### config.mk
export PLATFORM = sky130hd
export DESIGN_NAME = coproc_alu_exec_flat
export DESIGN_NICKNAME = d
export VERILOG_FILES = /design/src/rtl/coproc_alu_exec_if.sv /design/src/rtl/coproc_alu_exec.sv /design/src/flat_wrapper.sv
export SDC_FILE = /design/constraint.sdc
export NUM_CORES = 1
export LEC_CHECK = 0
export CAP_MARGIN = 20
export CORE_ASPECT_RATIO = 2
export CORE_MARGIN = 2
export CORE_UTILIZATION = 41
export DETAILED_ROUTE_END_ITERATION = 12
export GPL_TIMING_DRIVEN = 0
export SKIP_CTS_REPAIR_TIMING = 1
export SLEW_MARGIN = 30
export SYNTH_ARGS = -nofsm -noshare
export SYNTH_HDL_FRONTEND = slang
export SYNTH_SLANG_ARGS = --single-unit
### constraint.sdc
create_clock -name i_clk -period 6.9 [get_ports i_clk]
set_clock_uncertainty 0.1 [all_clocks]
set_input_delay 1.38 -clock i_clk [delete_from_list [all_inputs] [get_ports i_clk]]
set_output_delay 1.38 -clock i_clk [all_outputs]
set_load 0.05 [all_outputs]
### src/rtl/coproc_alu_exec_if.sv
// Command/response bundle for the co-processor execution stage.
// master: command source and UART TX side (drives operands, start, tx_busy).
// slave:  execution stage (drives TX byte stream and result/status flags).
interface coproc_alu_exec_if;
  logic        i_start;
  logic [7:0]  i_num_1;
  logic [7:0]  i_num_2;
  logic [7:0]  i_opcode;
  logic        i_tx_busy;
  logic        o_tx_start;
  logic [7:0]  o_tx_data;
  logic [15:0] o_result;
  logic        o_result_valid;
  logic        o_err;
  logic        o_busy;
  logic        o_overrun;

  modport master (
    output i_start, i_num_1, i_num_2, i_opcode, i_tx_busy,
    input  o_tx_start, o_tx_data, o_result, o_result_valid, o_err, o_busy, o_overrun
  );

  modport slave (
    input  i_start, i_num_1, i_num_2, i_opcode, i_tx_busy,
    output o_tx_start, o_tx_data, o_result, o_result_valid, o_err, o_busy, o_overrun
  );
endinterface

### src/rtl/coproc_alu_exec.sv
// Execution stage of the co-processor: latches an operand/opcode triple on the
// rising edge of i_start, computes a 16-bit result (MUL/DIV as 8-step loops)
// and streams it to the UART transmitter as high byte then low byte.
// Ports:
//   i_clk  - system clock
//   reset  - asynchronous, active-high reset
//   bus    - slave side of coproc_alu_exec_if (command in, TX bytes and status out)
module coproc_alu_exec (
  input logic              i_clk,
  input logic              reset,
  coproc_alu_exec_if.slave bus
);

  localparam logic [2:0] StIdle    = 3'd0;
  localparam logic [2:0] StExec    = 3'd1;
  localparam logic [2:0] StIter    = 3'd2;
  localparam logic [2:0] StSendHi  = 3'd3;
  localparam logic [2:0] StGuardHi = 3'd4;
  localparam logic [2:0] StSendLo  = 3'd5;
  localparam logic [2:0] StGuardLo = 3'd6;

  localparam logic [7:0] OpAdd = 8'h00;
  localparam logic [7:0] OpSub = 8'h01;
  localparam logic [7:0] OpMul = 8'h02;
  localparam logic [7:0] OpDiv = 8'h03;
  localparam logic [7:0] OpAnd = 8'h04;
  localparam logic [7:0] OpOr  = 8'h05;
  localparam logic [7:0] OpXor = 8'h06;

  logic [2:0]  state_q, state_d;
  logic        start_q;
  logic [7:0]  a_q, a_d, b_q, b_d, op_q, op_d;
  logic [2:0]  cnt_q, cnt_d;
  logic [15:0] work_q, work_d;
  logic        tx_start_q, tx_start_d;
  logic [7:0]  tx_data_q, tx_data_d;
  logic [15:0] result_q, result_d;
  logic        valid_q, valid_d;
  logic        err_q, err_d;
  logic        busy_q, busy_d;
  logic        overrun_q, overrun_d;

  logic        start_edge;
  logic [15:0] mul_addend, iter_next;
  logic [8:0]  div_trial, div_rem;
  logic        div_ge, div_by_zero;

  assign start_edge  = bus.i_start & ~start_q;
  assign div_by_zero = (b_q == 8'h00);

  // One iteration step. MUL: shift-add, work holds the accumulator.
  // DIV: restoring division, work holds {remainder, dividend/quotient}.
  always_comb begin
    mul_addend = b_q[cnt_q] ? ({8'h00, a_q} << cnt_q) : 16'h0000;
    div_trial  = work_q[15:7];
    div_ge     = (div_trial >= {1'b0, b_q});
    div_rem    = div_ge ? (div_trial - {1'b0, b_q}) : div_trial;
    if (op_q == OpMul) begin
      iter_next = work_q + mul_addend;
    end else begin
      iter_next = {div_rem[7:0], work_q[6:0], div_ge};
    end
  end

  always_comb begin
    state_d    = state_q;
    a_d        = a_q;
    b_d        = b_q;
    op_d       = op_q;
    cnt_d      = cnt_q;
    work_d     = work_q;
    tx_start_d = 1'b0;
    tx_data_d  = tx_data_q;
    result_d   = result_q;
    valid_d    = 1'b0;
    err_d      = err_q;
    busy_d     = busy_q;
    // Edges outside IDLE are dropped but remembered.
    overrun_d  = overrun_q | (start_edge & (state_q != StIdle));

    case (state_q)
      StIdle: begin
        if (start_edge) begin
          a_d     = bus.i_num_1;
          b_d     = bus.i_num_2;
          op_d    = bus.i_opcode;
          busy_d  = 1'b1;
          state_d = StExec;
        end
      end
      StExec: begin
        cnt_d    = 3'd0;
        work_d   = (op_q == OpDiv) ? {8'h00, a_q} : 16'h0000;
        valid_d  = 1'b1;
        err_d    = 1'b0;
        state_d  = StSendHi;
        case (op_q)
          OpAdd: result_d = {8'h00, a_q} + {8'h00, b_q};
          OpSub: result_d = {8'h00, a_q} - {8'h00, b_q};
          OpAnd: result_d = {8'h00, a_q & b_q};
          OpOr:  result_d = {8'h00, a_q | b_q};
          OpXor: result_d = {8'h00, a_q ^ b_q};
          OpMul, OpDiv: begin
            valid_d = 1'b0;
            err_d   = err_q;
            state_d = StIter;
          end
          default: begin
            result_d = 16'h0000;
            err_d    = 1'b1;
          end
        endcase
      end
      StIter: begin
        work_d = iter_next;
        cnt_d  = cnt_q + 3'd1;
        if (cnt_q == 3'd7) begin
          // Divide-by-zero still runs the full loop; the result is overridden.
          if ((op_q == OpDiv) && div_by_zero) begin
            result_d = 16'hFFFF;
            err_d    = 1'b1;
          end else begin
            result_d = iter_next;
            err_d    = 1'b0;
          end
          valid_d = 1'b1;
          state_d = StSendHi;
        end
      end
      StSendHi: begin
        if (!bus.i_tx_busy) begin
          tx_start_d = 1'b1;
          tx_data_d  = result_q[15:8];
          state_d    = StGuardHi;
        end
      end
      // TX busy may lag our start pulse by a cycle, so it is ignored here.
      StGuardHi: state_d = StSendLo;
      StSendLo: begin
        if (!bus.i_tx_busy) begin
          tx_start_d = 1'b1;
          tx_data_d  = result_q[7:0];
          state_d    = StGuardLo;
        end
      end
      StGuardLo: begin
        busy_d  = 1'b0;
        state_d = StIdle;
      end
      default: state_d = StIdle;
    endcase
  end

  always_ff @(posedge i_clk or posedge reset) begin
    if (reset) begin
      state_q    <= StIdle;
      start_q    <= 1'b0;
      a_q        <= 8'h00;
      b_q        <= 8'h00;
      op_q       <= 8'h00;
      cnt_q      <= 3'd0;
      work_q     <= 16'h0000;
      tx_start_q <= 1'b0;
      tx_data_q  <= 8'h00;
      result_q   <= 16'h0000;
      valid_q    <= 1'b0;
      err_q      <= 1'b0;
      busy_q     <= 1'b0;
      overrun_q  <= 1'b0;
    end else begin
      state_q    <= state_d;
      start_q    <= bus.i_start;
      a_q        <= a_d;
      b_q        <= b_d;
      op_q       <= op_d;
      cnt_q      <= cnt_d;
      work_q     <= work_d;
      tx_start_q <= tx_start_d;
      tx_data_q  <= tx_data_d;
      result_q   <= result_d;
      valid_q    <= valid_d;
      err_q      <= err_d;
      busy_q     <= busy_d;
      overrun_q  <= overrun_d;
    end
  end

  assign bus.o_tx_start     = tx_start_q;
  assign bus.o_tx_data      = tx_data_q;
  assign bus.o_result       = result_q;
  assign bus.o_result_valid = valid_q;
  assign bus.o_err          = err_q;
  assign bus.o_busy         = busy_q;
  assign bus.o_overrun      = overrun_q;

endmodule

### src/flat_wrapper.sv
// flat-port wrapper written by rule: the top's interface ports become plain ports
module coproc_alu_exec_flat 
  (i_clk, reset, bus_i_start, bus_i_num_1, bus_i_num_2, bus_i_opcode, bus_i_tx_busy, bus_o_tx_start, bus_o_tx_data, bus_o_result, bus_o_result_valid, bus_o_err, bus_o_busy, bus_o_overrun);
  coproc_alu_exec_if bus_i ();
  input logic i_clk;
  input logic reset;
  input wire logic [$bits(bus_i.i_start)-1:0] bus_i_start;
  input wire logic [$bits(bus_i.i_num_1)-1:0] bus_i_num_1;
  input wire logic [$bits(bus_i.i_num_2)-1:0] bus_i_num_2;
  input wire logic [$bits(bus_i.i_opcode)-1:0] bus_i_opcode;
  input wire logic [$bits(bus_i.i_tx_busy)-1:0] bus_i_tx_busy;
  output wire logic [$bits(bus_i.o_tx_start)-1:0] bus_o_tx_start;
  output wire logic [$bits(bus_i.o_tx_data)-1:0] bus_o_tx_data;
  output wire logic [$bits(bus_i.o_result)-1:0] bus_o_result;
  output wire logic [$bits(bus_i.o_result_valid)-1:0] bus_o_result_valid;
  output wire logic [$bits(bus_i.o_err)-1:0] bus_o_err;
  output wire logic [$bits(bus_i.o_busy)-1:0] bus_o_busy;
  output wire logic [$bits(bus_i.o_overrun)-1:0] bus_o_overrun;
  assign bus_i.i_start = bus_i_start;
  assign bus_i.i_num_1 = bus_i_num_1;
  assign bus_i.i_num_2 = bus_i_num_2;
  assign bus_i.i_opcode = bus_i_opcode;
  assign bus_i.i_tx_busy = bus_i_tx_busy;
  assign bus_o_tx_start = bus_i.o_tx_start;
  assign bus_o_tx_data = bus_i.o_tx_data;
  assign bus_o_result = bus_i.o_result;
  assign bus_o_result_valid = bus_i.o_result_valid;
  assign bus_o_err = bus_i.o_err;
  assign bus_o_busy = bus_i.o_busy;
  assign bus_o_overrun = bus_i.o_overrun;
  coproc_alu_exec u_core (.i_clk(i_clk), .reset(reset), .bus(bus_i));
endmodule
# == After elaboration in Yosys (flattened, before gate mapping) ==
# Index checks and enable logic that the tools add are counted.
# op_classes
shifts,1
magnitude_cmp,2
eq_ne,18
addsub,5
bitwise,7
n_reduce_logical,16
muxes,32
# op_table
operator,n
$pmux 16 s6,1
$mux 16,4
$pmux 16 s2,2
$mux 8,4
$eq 8x3->1 const B,3
$pmux 3 s6,1
$add 16x16->16,1
$eq 8x2->1 const B,2
$logic_not 8->1,2
$pmux 8 s2,1
$shl 8x3->16,1
$eq 3x3->1 const B,4
$mux 3,4
$add 8x8->9,1
$ge 9x8->1,1
$mux 1,9
$sub 8x8->9,1
$and 8x8->8,1
$eq 8x1->1 const B,1
$or 8x8->8,1
$pmux 1 s2,4
$sub 8x8->8,1
$xor 8x8->8,1
$eq 3x2->1 const B,2
19 further kinds,28
# totals
regBits,76
out_inout_bits,29
word_cells,95

# == Logic depth before layout (Yosys ltp) ==
# depth
depth_word,8
depth_mapped,15
depth_no_buf,14

# == Worst setup path before layout ==
# No wires, ideal clock.
# synth_timing
path_type,reg-to-reg
from,register u_core.cnt_q[0]
to,register u_core.result_q[15] (netlist: u_core.bus.o_result[15])
path_slack_ps,3317
setup_time_ps,129
period_less_slack_ps,3583
path_stages_with_launch,15
required_time_ps,6671
arrival_time_ps,3354
path_cell_list,dfrtp_1 > clkbuf_1 > mux4_2 > nand2_1 > and2_1 > clkbuf_1 > a21oi_1 > ha_1 > nand2_1 > nor3_1 > o211ai_1 > a211oi_1 > mux2i_1 > nor3b_1 > a21oi_2
# synth_between
elab_chain_cells,8
word_cells_on_any_way,12
cone_classes,1 x add/sub; 2 x eq/ne; 1 x shift; 7 x mux; 1 x reduce/logical
# synth_lines
item,line,rtl
start: declaration,coproc_alu_exec.sv:33,"logic [2:0] cnt_q, cnt_d;"
start signal: assignment,coproc_alu_exec.sv:176,cnt_q <= cnt_d;
$bmux 1 s3,coproc_alu_exec.sv:54,"mul_addend = b_q[cnt_q] ? ({8'h00, a_q} << cnt_q) : 16'h0000;"
$mux 1 (not written as such),coproc_alu_exec.sv:54,
$mux 16,coproc_alu_exec.sv:54,
$add 16x16->16,coproc_alu_exec.sv:59,iter_next = work_q + mul_addend;
$mux 16,coproc_alu_exec.sv:58,if (op_q == OpMul) begin
$mux 16,coproc_alu_exec.sv:119,if ((op_q == OpDiv) && div_by_zero) begin
$mux 16,coproc_alu_exec.sv:117,if (cnt_q == 3'd7) begin
$pmux 16 s2,coproc_alu_exec.sv:81,case (state_q)
end signal: assignment,coproc_alu_exec.sv:180,result_q <= result_d;
end: declaration,coproc_alu_exec.sv:37,"logic [15:0] result_q, result_d;"
# Several ways; a longest one is shown, not always the timed one. The select of a mux whose other input is x is not followed.
# A chain may end at the register's enable or synchronous reset.

# == Worst setup path after layout ==
# Same ends and word-level chain as after synthesis.

==> metrics.txt <==
routing usage on met2=0.470; top post-synthesis cells by area=dfrtp_1 (32%), ha_1 (10%), a21oi_1 (5.8%); Slew headroom=0.361; mapped cell area=0.00593 sq mm; synth unique cells=58; max frequency=219 MHz; sequential area share after synthesis=0.321; Pre-antenna DRT Iters=5; Synth top area share=0.321; critical-path cell list=clkbuf_1, mux4_2, nand2_1, and2_1, clkbuf_1, a21oi_1, ha_1, nand2_1, nor3_1, o211ai_1, a211oi_1, mux2i_1, nor3b_1, a21oi_2; Clock Latency Late Sink=0.35 ns; Clock Tree Buf Depth=2; setup ws final=2.34 ns; initial drt markers=292; vias per std cell=5.73; Place WS=2.44 ns; Min-Delay Endpoint=u_core.bus.o_overrun$_DFF_PP0_; met1 usage=0.265; Area after DPL=0.00677 sq mm; die area=0.0155 sq mm; Hold Path Class=flop to flop; minimum clock period=4.56 ns; FF+latch count, synth=76; worst-path maximum fanout=10; synth warn=0; Total GRT Usage=0.257; routed via count=5508; FP Rows=62; Slew @ Worst Pin=0.950 ns; most crowded layer after global routing=met2; Syn Nets=778; CTS tree=done; crit path capture type=flop; routed len/inst=20.1 microns; Top Ports=57; Slowest Stage Delay on Critical Path=0.61 ns; Avg Synthesized Cell Area=8.51 sq um; Die H=174 microns; leakage=0.00315 uW; Num CTS Buffers=9; RSZ-0062 raised after global routing=false; status=complete, no violations; first-pass GRT wire length=29900 microns; Area growth syn-to-layout=19.1%; Synth Flop Type=dfrtp_1; Crit-path slowest cell=nor3b_1; met3 global-route usage=0.0266; clk slew on worst S/H paths=0.07 ns; layout cells sized above 1=0.0740; Clock Tree Root=clkbuf_16; Antenna Cells=0; Pwr per Cell Area=562 mW/mm^2; r2r startpoint=u_core.cnt_q[0]$_DFFE_PP0P_; VDD IR max=0.237 mV; port bufs=56; Post-synth EDFFs=0; Async SR Flop Fraction=1.00; Final ANT Viol Nets=0; Synth area leader=dfrtp_1; multi-input logic area=0.00378 sq mm; RePlAce Congestion=0.937; largest net degree at the start of global routing=47; Filler cells=1450; Remaining DRCs=0; DP HPWL=15800 microns; Tcrit/Tclk final=0.661; Die X-Extent=89.0 microns; Required @ worst endpoint=7.01 ns; Hold Path Stages=1; worst r2r dst=u_core.bus.o_result[15]$_DFFE_PP0P_; R2R Setup Slk=2.34 ns; Final Cell Area=0.00706 sq mm; Critical Path AT=4.67 ns; global route overflow=0; Layout Nets=846; HP Start=u_core.bus.o_overrun$_DFF_PP0_; # H-tree levels=3; initial core utilization=0.415; final hold violations=0; CTS Sinks=76; Setup CP Type=flop to flop; total wire length after detailed routing=19300 microns; reg2reg path depth=14; initial antenna violation count=0; Sequential cell area=0.00190 sq mm; Core ar.=0.0143 sq mm; TNS Setup=0 ns; Gate Count Post-Synth=697; max-slew violation count=0; Max Cap Viol=0; vias in the first global route=5599; CP Launch Type=flop; # setup viols final=0
[worst max path at each step]
stage / start / cells after the start / slack (ns) / endpoint
3_5_place_dp: u_core.cnt_q[0]$_DFFE_PP0P_ / 14 / 2.44 / u_core.bus.o_result[15]$_DFFE_PP0P_
5_1_grt: u_core.cnt_q[0]$_DFFE_PP0P_ / 14 / 2.14 / u_core.work_q[15]$_DFFE_PP0P_
3_3_place_gp: reset / 2 / 2.18 / u_core.a_q[6]$_DFFE_PP0P_
2_1_floorplan: u_core.cnt_q[0]$_DFFE_PP0P_ / 14 / 3.32 / u_core.bus.o_result[15]$_DFFE_PP0P_
4_1_cts: u_core.cnt_q[0]$_DFFE_PP0P_ / 14 / 2.44 / u_core.bus.o_result[15]$_DFFE_PP0P_
6_report: u_core.cnt_q[0]$_DFFE_PP0P_ / 14 / 2.34 / u_core.bus.o_result[15]$_DFFE_PP0P_
[cells in the final DEF (no fill, tap or decap), types with 12 or more instances in the layout]
| cell type | netlist | final |
|---|---|---|
| nand2_1 | 80 | 80 |
| dfrtp_1 | 76 | 76 |
| a21oi_1 | 69 | 69 |
| nor2_1 | 60 | 60 |
| clkdlybuf4s50_1 | 0 | 56 |
| o21ai_0 | 49 | 49 |
| ha_1 | 49 | 49 |
| inv_1 | 32 | 31 |
| clkbuf_1 | 29 | 29 |
| mux2_2 | 26 | 26 |
| mux2i_1 | 23 | 23 |
| nor3_1 | 15 | 15 |
| nand3_1 | 14 | 14 |
| xnor2_1 | 12 | 12 |
| a211oi_1 | 12 | 12 |
[layout make-up]
type | count | area share
Clock buffer | 9 | 0.0319
Buffer | 33 | 0.0182
Multi-Input combinational cell | 555 | 0.536
Sequential cell | 76 | 0.269
Timing Repair Buffer | 57 | 0.0833
Tap cell | 192 | 0.0340
Clock inverter | 7 | 0.00974
Inverter | 33 | 0.0179
[state kept, by name, indices dropped and copies added (netlist names)]
| name | count |
|---|---|
| u_core.b_q | 8 |
| u_core.bus.o_overrun | 1 |
| u_core.op_q | 8 |
| u_core.work_q | 16 |
| u_core.cnt_q | 3 |
| u_core.bus.o_err | 1 |
| u_core.bus.o_busy | 1 |
| u_core.bus.o_tx_data | 8 |
| u_core.bus.o_result | 16 |
| u_core.a_q | 8 |
| u_core.state_q | 3 |
| u_core.start_q | 1 |
| u_core.bus.o_result_valid | 1 |
| u_core.bus.o_tx_start | 1 |
[per-layer routing]
metal / part of all wire / vias to the layer above
li1: - / 2633
met5: 0 / -
met4: 0.070 / 0
met1: 0.36 / 2682
met3: 0.023 / 56
met2: 0.55 / 137
[stage by stage]
stage | hold slack (ns) | instances | util | total power (uW)
2_1_floorplan | 0.371 | 697 | - | 2680
3_5_place_dp | 0.365 | 946 | 0.474 | 3490
5_1_grt | 0.411 | 962 | 0.495 | 4260
4_1_cts | 0.389 | 962 | 0.495 | 3970
6_report | 0.385 | 962 | 0.495 | 3970
3_3_place_gp | 0.368 | 945 | 0.472 | 3450
[Yosys cell counts, drive strengths merged (3+ instances only)]
| library cell | n |
|---|---|
| nand2 | 80 |
| dfrtp | 76 |
| a21oi | 70 |
| nor2 | 61 |
| ha | 49 |
| o21ai | 49 |
| inv | 32 |
| clkbuf | 29 |
| mux2 | 26 |
| mux2i | 23 |
| nor3 | 16 |
| nand3 | 14 |
| a211oi | 12 |
| xnor2 | 12 |
| a21o | 11 |
| xor2 | 11 |
| o211ai | 9 |
| nor2b | 8 |
| a211o | 7 |
| o21bai | 7 |
| a31oi | 6 |
| and3 | 6 |
| nand2b | 6 |
| o21a | 6 |
| or3 | 6 |
| and2 | 5 |
| o22ai | 5 |
| a22oi | 4 |
| buf | 4 |
| fa | 4 |
| nor4 | 4 |
| o22a | 4 |
| nand4 | 3 |
| o32a | 3 |
[kinds of logic after synthesis]
logic type | count (synthesis) | share of synthesized area
simple gates | 220 | 0.172
buf+inv | 66 | 0.0426
fa+ha+maj | 53 | 0.117
mux | 51 | 0.0958
flops | 76 | 0.321
compound gates | 208 | 0.219
xor+xnor | 23 | 0.0340
[power breakdown]
part / total, uW / leakage, uW / switching [uW] / internal, uW
sequential: 897 / 0.000937 / 258 / 639
clock: 472 / 0.000137 / 220 / 253
combinational: 2600 / 0.00207 / 1620 / 979
total: 3970 / 0.00315 / 2100 / 1870
[worst max-delay path, delay by kind of cell, from the launching register on]
family	cells	cell delay, ns
AO/OA/AOI/OAI	4	0.89
buffers and inverters	2	0.65
flip-flops	1	0.39
AND/OR/NAND/NOR	5	1.29
adder cells (fa/ha/maj)	1	0.38
multiplexers	2	0.72
(Power assumes the default switching activity.)
